$ cat config.mk
export PLATFORM = sky130hd
export DESIGN_NAME = acc_fetch_stream
export DESIGN_NICKNAME = d
export VERILOG_FILES = /design/src/rtl/acc_fetch_stream.sv
export SDC_FILE = /design/constraint.sdc
export NUM_CORES = 2
export LEC_CHECK = 0
export ABC_AREA = 1
export BUFFER_PORTS_ARGS = -buffer_cell sky130_fd_sc_hd__buf_2
export CORE_ASPECT_RATIO = 1.25
export CORE_MARGIN = 4
export CORE_UTILIZATION = 28
export CTS_BUF_LIST = sky130_fd_sc_hd__clkbuf_16
export DETAILED_ROUTE_END_ITERATION = 6
export PLACE_DENSITY = 0.48
export SLEW_MARGIN = 20
export SYNTH_ARGS = -nofsm -noshare
export SYNTH_HDL_FRONTEND = slang
export SYNTH_SLANG_ARGS = --single-unit
export TNS_END_PERCENT = 30
$ cat constraint.sdc
create_clock -name clk -period 11.55 [get_ports clk]
set_clock_uncertainty 0.2 [all_clocks]
set_input_delay 2.31 -clock clk [delete_from_list [all_inputs] [get_ports clk]]
set_output_delay 2.31 -clock clk [all_outputs]
set_load 0.01 [all_outputs]
$ cat src/rtl/acc_fetch_stream.sv
// Wide-word fetch buffer feeding a narrow CGRA input port, with request limiter, clear/drain and sticky errors.
// Optional ACC_FETCH_STATS_EN adds a 32-bit accepted-pop counter (pop_count).
module acc_fetch_stream #(
  parameter int IN_W  = 512,
  parameter int OUT_W = 16,
  parameter int DEPTH = 4
) (
  input  logic             clk,
  input  logic             rst,
  input  logic             en,
  input  logic             clear,
  input  logic             available_read,
  output logic             request_read,
  input  logic             data_valid,
  input  logic [IN_W-1:0]  read_data,
  input  logic             pop_data,
  output logic             available_pop,
  output logic [OUT_W-1:0] data_out,
  output logic             err_unexp,
  output logic             err_underflow
`ifdef ACC_FETCH_STATS_EN
  ,
  output logic [31:0]      pop_count
`endif
);

  localparam int RATIO = IN_W / OUT_W;
  localparam int PW    = (DEPTH > 1) ? $clog2(DEPTH) : 1;
  localparam int CW    = $clog2(DEPTH + 1);
  localparam int SW    = (RATIO > 1) ? $clog2(RATIO) : 1;
  localparam int TW    = CW + 2;

  logic [IN_W-1:0] buf_q [DEPTH];
  logic [PW-1:0]   wr_ptr_q, wr_ptr_d, rd_ptr_q, rd_ptr_d;
  logic [CW-1:0]   occ_q, occ_d, outs_q, outs_d, drain_q, drain_d;
  logic [SW-1:0]   sel_q, sel_d;
  logic            req_q, req_d;
  logic            eu_q, eu_d, ef_q, ef_d;

  logic            resp_drain, resp_wr, resp_err, pop_ok, rel_e;
  logic [CW-1:0]   occ_n, outs_n, drain_n;
  logic [TW-1:0]   inflight;
  logic [IN_W-1:0] rd_word;

  always_comb begin
    resp_drain = data_valid && (drain_q != '0);
    resp_wr    = data_valid && (drain_q == '0) && (outs_q != '0);
    resp_err   = data_valid && (drain_q == '0) && (outs_q == '0);
    pop_ok     = pop_data && (occ_q != '0);
    rel_e      = pop_ok && (sel_q == SW'(RATIO - 1));

    occ_n   = occ_q + CW'(resp_wr) - CW'(rel_e);
    outs_n  = outs_q + CW'(req_q) - CW'(resp_wr);
    drain_n = drain_q - CW'(resp_drain);
    // Words still to be drained count as in flight so the total never exceeds DEPTH.
    inflight = TW'(occ_n) + TW'(outs_n) + TW'(drain_n);
    req_d    = en && available_read && !clear && (inflight < TW'(DEPTH));

    eu_d = eu_q | resp_err;
    ef_d = ef_q | (pop_data && (occ_q == '0));

    occ_d    = occ_n;
    outs_d   = outs_n;
    drain_d  = drain_n;
    wr_ptr_d = resp_wr ? wr_ptr_q + PW'(1) : wr_ptr_q;
    rd_ptr_d = rel_e ? rd_ptr_q + PW'(1) : rd_ptr_q;
    sel_d    = sel_q;
    if (pop_ok) sel_d = rel_e ? '0 : sel_q + SW'(1);

    if (clear) begin
      occ_d    = '0;
      outs_d   = '0;
      drain_d  = drain_n + outs_n;
      wr_ptr_d = '0;
      rd_ptr_d = '0;
      sel_d    = '0;
    end
  end

  always_ff @(posedge clk or negedge rst) begin
    if (!rst) begin
      for (int i = 0; i < DEPTH; i++) buf_q[i] <= '0;
      wr_ptr_q <= '0;
      rd_ptr_q <= '0;
      occ_q    <= '0;
      outs_q   <= '0;
      drain_q  <= '0;
      sel_q    <= '0;
      req_q    <= 1'b0;
      eu_q     <= 1'b0;
      ef_q     <= 1'b0;
    end else begin
      if (resp_wr) buf_q[wr_ptr_q] <= read_data;
      wr_ptr_q <= wr_ptr_d;
      rd_ptr_q <= rd_ptr_d;
      occ_q    <= occ_d;
      outs_q   <= outs_d;
      drain_q  <= drain_d;
      sel_q    <= sel_d;
      req_q    <= req_d;
      eu_q     <= eu_d;
      ef_q     <= ef_d;
    end
  end

`ifdef ACC_FETCH_STATS_EN
  logic [31:0] pop_count_q, pop_count_d;

  always_comb begin
    pop_count_d = pop_count_q;
    if (clear)       pop_count_d = '0;
    else if (pop_ok) pop_count_d = pop_count_q + 32'd1;
  end

  always_ff @(posedge clk or negedge rst) begin
    if (!rst) pop_count_q <= '0;
    else      pop_count_q <= pop_count_d;
  end

  assign pop_count = pop_count_q;
`endif

  assign rd_word       = buf_q[rd_ptr_q];
  assign data_out      = rd_word[sel_q*OUT_W +: OUT_W];
  assign request_read  = req_q;
  assign available_pop = (occ_q != '0);
  assign err_unexp     = eu_q;
  assign err_underflow = ef_q;

endmodule

After elaboration in Yosys (flattened, before gate mapping) --
Cells that the tools add are included.
Word-level totals: flip-flop bits (word level) 2069, input bits 519
Operators by class: $add $sub $neg 11, $lt $le $gt $ge 4, equality and inequality tests 1, shift-type cells 1, mux-type cells 16, bitwise gates (word level) 4, reduce and logical (&&, ||, !) cells 21
Operators with widths (number):
- 2048-bit bitwise mux | 1
- 512-bit two-way mux | 3
- 512-bit binary-select mux with 2-bit select | 1
- 512-bit demux with 2-bit select | 1
- 512-bit by 10-bit variable part select with 16-bit output | 1
- 5-bit two-way mux | 3
- 1-bit logical AND | 11
- 3-bit logical NOT | 3
- 3-bit two-way mux | 3
- 3-bit nonzero test | 3
- 3-bit by 1-bit subtractor with 3-bit output | 3
- 2-bit two-way mux | 4
- 3-bit by 1-bit adder with 3-bit output | 2
- 3-bit >= comparator (second input constant) | 2
- 2-bit inverter with 3-bit output | 2
- 2-bit nonzero test | 3
- 4-bit by 3-bit adder with 5-bit output | 1
- 5-bit by 1-bit adder with 5-bit output (second input constant) | 1
- 5-bit == test (second input constant) | 1
- 5-bit by 3-bit < comparator with 1-bit output (second input constant) | 1
- 2-bit by 1-bit adder with 2-bit output (second input constant) | 2
- 3-bit by 3-bit adder with 4-bit output | 1
- 3-bit adder | 1
- 3-bit by 1-bit < comparator with 1-bit output (second input constant) | 1
- other kinds (2) | 3

Depth between registers and ports, before layout --
word-level depth 9, gate-level depth with buffers 18

Least setup slack after synthesis --
No wires, ideal clock.
path kind input to register, from input data_valid, to register req_q (netlist: request_read), setup time 0.119 ns, data arrival time 5.185 ns, data required time 11.231 ns, path slack 6.046 ns, cell stages on the path 15, cell sequence nand4_2 a31oi_4 xor2_1 ha_1 inv_1 fa_1 xor2_1 xor2_1 inv_1 fa_1 fa_1 nand2_1 nor2_1 a21oi_1 nor3_1
Between the ends: word-level cells in the longest chain between the ends 8, elaborated cells on any way between the ends 11, those cells by class 6 x add/sub; 1 x order compare; 4 x reduce/logical
RTL lines:
- from (decl) | RTL line 14 | input logic data_valid,
- 1-bit logical AND (2 in a row) | RTL line 47 | resp_wr = data_valid && (drain_q == '0) && (outs_q != '0);
- 3-bit by 1-bit adder with 3-bit output | RTL line 52 | occ_n = occ_q + CW'(resp_wr) - CW'(rel_e);
- 3-bit by 1-bit subtractor with 3-bit output | RTL line 52
- 3-bit by 3-bit adder with 4-bit output | RTL line 56 | inflight = TW'(occ_n) + TW'(outs_n) + TW'(drain_n);
- 4-bit by 3-bit adder with 5-bit output (*) | RTL line 56
- 5-bit by 3-bit < comparator with 1-bit output (*) | RTL line 57 | req_d = en && available_read && !clear && (inflight < TW'(DEPTH));
- 1-bit logical AND (*) | RTL line 57
- via req_d | RTL line 37 | logic req_q, req_d;
- to (signal assigned) | RTL line 100 | req_q <= req_d;
- to (decl) | RTL line 37
Mark *: on every way through the listed nets, which the timed path passes. The rest lies on a longest branch. A chain may end at the register's enable or synchronous reset.

Worst setup path after layout --
from register rd_ptr_q[0], to output data_out[1]
Between the ends: word-level cells in the longest chain between the ends 5
RTL lines:
- from (decl) | RTL line 34 | logic [PW-1:0] wr_ptr_q, wr_ptr_d, rd_ptr_q, rd_ptr_d;
- from (signal assigned) | RTL line 95 | rd_ptr_q <= rd_ptr_d;
- 2-bit inverter with 3-bit output (not written as such) | RTL line 123 | assign rd_word = buf_q[rd_ptr_q];
- 512-bit binary-select mux with 2-bit select | RTL line 123
- 512-bit two-way mux (not written as such) (2 in a row) | RTL line 123
- 512-bit by 10-bit variable part select with 16-bit output | RTL line 124 | assign data_out = rd_word[sel_q*OUT_W +: OUT_W];
- to (decl) | RTL line 18 | output logic [OUT_W-1:0] data_out,
Every way passes these cells. The select of a mux whose other input is x is not followed.

==> impl_metrics.toml <==
[worst_setup_path]
cp-start-kind = "register"
critPathCaptureType = "output pin"
crit_type = "reg -> out"
cp_cell_sequence = "inv_8 > buf_12 > nand2_1 > nand3_1 > nand3_1 > nand2_1 > nand2_1 > nand2_1 > nor2_1 > nor2_1 > nor2_1 > nor2_1 > buf_2"
cp_max_fo = 151
required_ns = 9.04
cp_slowest_stage_delay_ns = 0.74
cp_slowest_cell = "nor2_1"
worstPathArrival_ns = 5.66
ff2ff_setup_slack_ns = 6.82

[clock_tree]
cts_resized = 0
cts_setup_buffers = 0
cts_buffers = 232
cts_sinks = 2069
cts-root-buf = "clkbuf_16"
cts_tree = "built"
path_clk_slew_ns = 0.06
postCtsHoldBufs = 0
htree_levels = 4
ctsLongestPathBuffers = 4
insertion_delay_ns = 0.91

[placement]
place_congestion = 0.772
numPlacedInstances = 17000
placed_cell_area_um2 = 103000
io_buffers = 538
dpl_worst_slack_ns = 4.19
dp_hpwl_um = 223000

[floorplan]
start_util_pct = 28.1
die_y_um = 666
num_rows = 241
die-area_um2 = 356000
io_pins = 539
die_w_um = 534
core_um2 = 345000

[power_and_ir_drop]
leakagePower_nw = 52.9
peakVddDrop_mv = 0.127
powerDensity_nw_per_um2 = 179

[sta]
timing.final.ws_setup_ns = 3.38
fin_crit_ns = 8.17
setup-tns-final_ns = 0
fin_crit_sh_pct = 70.7
rsz0062_at_grt = "no"
hold_violations = 0
slew_viol_final = 0
fmax_mhz = 122
worst_slew_pin_slew_ns = 1.09
slew_headroom_pct = 27.4
setup_viol_count_final = 0

[detailed_routing]
vias = 81500
routed_wl_um = 353000
drc_errors = 0
antenna_left = 0
dr.pass1.iters = 6
wl_per_cell_um = 20.2
drt-vias-per-instance = 4.67
drtIter0Drc = 6181

[final_layout]
layout.nets = 13200
instances_no_fill = 17400
fillers = 37800
drive_gt1_share_pct = 7.79
multi_input_area_um2 = 37600
design_area_um2 = 110000
syn_to_final_growth_pct = 13.6
seqCellArea_um2 = 51800

[synth]
yosys_warnings = 0
synth_area_per_cell_um2 = 7.68
yosysUniqueCellTypes = 26
synth_seq_cells = 2069
ys_seq_area_share_pct = 53.4
synth_cells = 12600
syn_area_um2 = 97000
synth_nets = 13200

[global_route]
grt_use_total_pct = 19.4
grt_max_degree = 205
grt_pass1_vias = 79800
antenna_found_initial = 28
grt_pass1_wl_um = 534000
grt_overflow = 0

[run_status]
status = "finished, final reports clean"

[hold_path]
holdCritPathClass = "reg -> reg"

[flow_run]
drv_cap = 0
power by group:
part,leakage (nW),switching [mW],internal (mW)
Clock,3.74,3.24,3.96
Sequential,28.5,0.445,8.10
Combinational,20.6,2.68,1.30
Total,52.9,6.37,13.4
worst max-delay path: cells and delay by family, from the launching register on:
kind | cells | cell delay (ns)
AND/OR/NAND/NOR | 10 | 2.46
flip-flops | 1 | 0.53
buffers and inverters | 3 | 1.11
per-stage QoR:
stage | hold slack, ns | utilization (%) | total power, mW
finish | 0.275 | 31.9 | 19.7
global route | 0.293 | 31.9 | 20.9
CTS | 0.275 | 31.9 | 20.1
detailed placement | 0.259 | 29.8 | 12.8
global placement | 0.260 | 29.8 | 12.8
floorplan | 0.248 | - | 11.0
layer usage:
| metal | track usage [%] | share of wire (%) | vias to the layer above |
|---|---|---|---|
| li1 | - | - | 40200 |
| met1 | 26.6 | 45 | 39200 |
| met2 | 32.5 | 48 | 1615 |
| met3 | 2.23 | 3.9 | 404 |
| met4 | 5.22 | 2.9 | 10 |
| met5 | 0 | 0.021 | - |
final cells by class:
| type | instances | area share, % |
|---|---|---|
| timing repair buffer | 669 | 3.81 |
| clock inverter | 192 | 1.20 |
| multi-input combinational | 8722 | 34.2 |
| inverter | 934 | 3.21 |
| tap | 4617 | 5.25 |
| sequential | 2069 | 47.0 |
| clock buffer | 235 | 5.34 |
| antenna | 10 | 0.0227 |
cells in the final DEF (no fill, tap or decap), types with 4 or more instances in the layout:
cell        instances
nand2_1          4818
dfrtp_1          2064
nand3_1          1456
o21ai_1          1159
o21ai_0           980
inv_1             975
buf_2             537
nor2_1            262
clkbuf_16         235
buf_4              92
clkinv_1           69
clkinv_2           44
buf_12             38
ha_1               13
bufinv_16          12
diode_2            10
a21oi_1             7
xor2_1              6
fa_1                6
inv_8               5
inv_16              5
clkinvlp_4          5
inv_6               4
nand2_8             4
dfrtp_4             4
cells in the mapped netlist:
master	instances	area share, %
buf_4	12	0.093
xor2_1	6	0.054
nand2_4	4	0.046
fa_1	6	0.12
nor3_1	3	0.015
buf_2	374	1.9
buf_1	70	0.27
nand2_1	4818	19
o21ai_0	980	5.1
a31oi_1	1	0.0065
ha_1	13	0.17
clkinv_1	6	0.023
inv_1	924	3.6
a31o_2	1	0.0090
a21oi_1	7	0.036
o21ai_1	1159	6.0
clkbuf_1	407	1.6
dfrtp_1	2069	53
xnor2_1	2	0.018
nand3_1	1456	7.5
a31oi_4	1	0.022
o21bai_1	1	0.0077
nor2_1	263	1.0
inv_2	4	0.015
buf_6	34	0.39
nand4_2	1	0.013
final timing paths:
check,startpoint,end,cells past startpoint
setup / recovery,rd_ptr_q[0]$_DFFE_PN0P_,data_out[1],13
hold / removal,err_underflow$_DFF_PN0_,err_underflow$_DFF_PN0_,1
setup reg to reg,sel_q[2]$_DFFE_PN0P_,request_read$_DFF_PN0_,18
hold reg to reg,err_underflow$_DFF_PN0_,err_underflow$_DFF_PN0_,1
max in group asynchronous,rst,buf_q[487]$_DFFE_PN0P_,3
min in group asynchronous,rst,buf_q[547]$_DFFE_PN0P_,1
sequential cells by signal, indices dropped and copies added (netlist names):
register       flops
outs_q             3
request_read       1
occ_q              3
err_unexp          1
wr_ptr_q           2
err_underflow      1
rd_ptr_q           2
drain_q            3
sel_q              5
buf_q           2048
cells by family after synthesis:
| family | synth area share (%) |
|---|---|
| xor gates and xnor gates | 0.0722 |
| and+or+nand+nor | 27.3 |
| DFF | 53.4 |
| buffers and inverters | 7.88 |
| adders and majority gates | 0.292 |
| AOI/OAI and AO/OA | 11.1 |
Note: power is estimated with default switching activity, not from simulation.
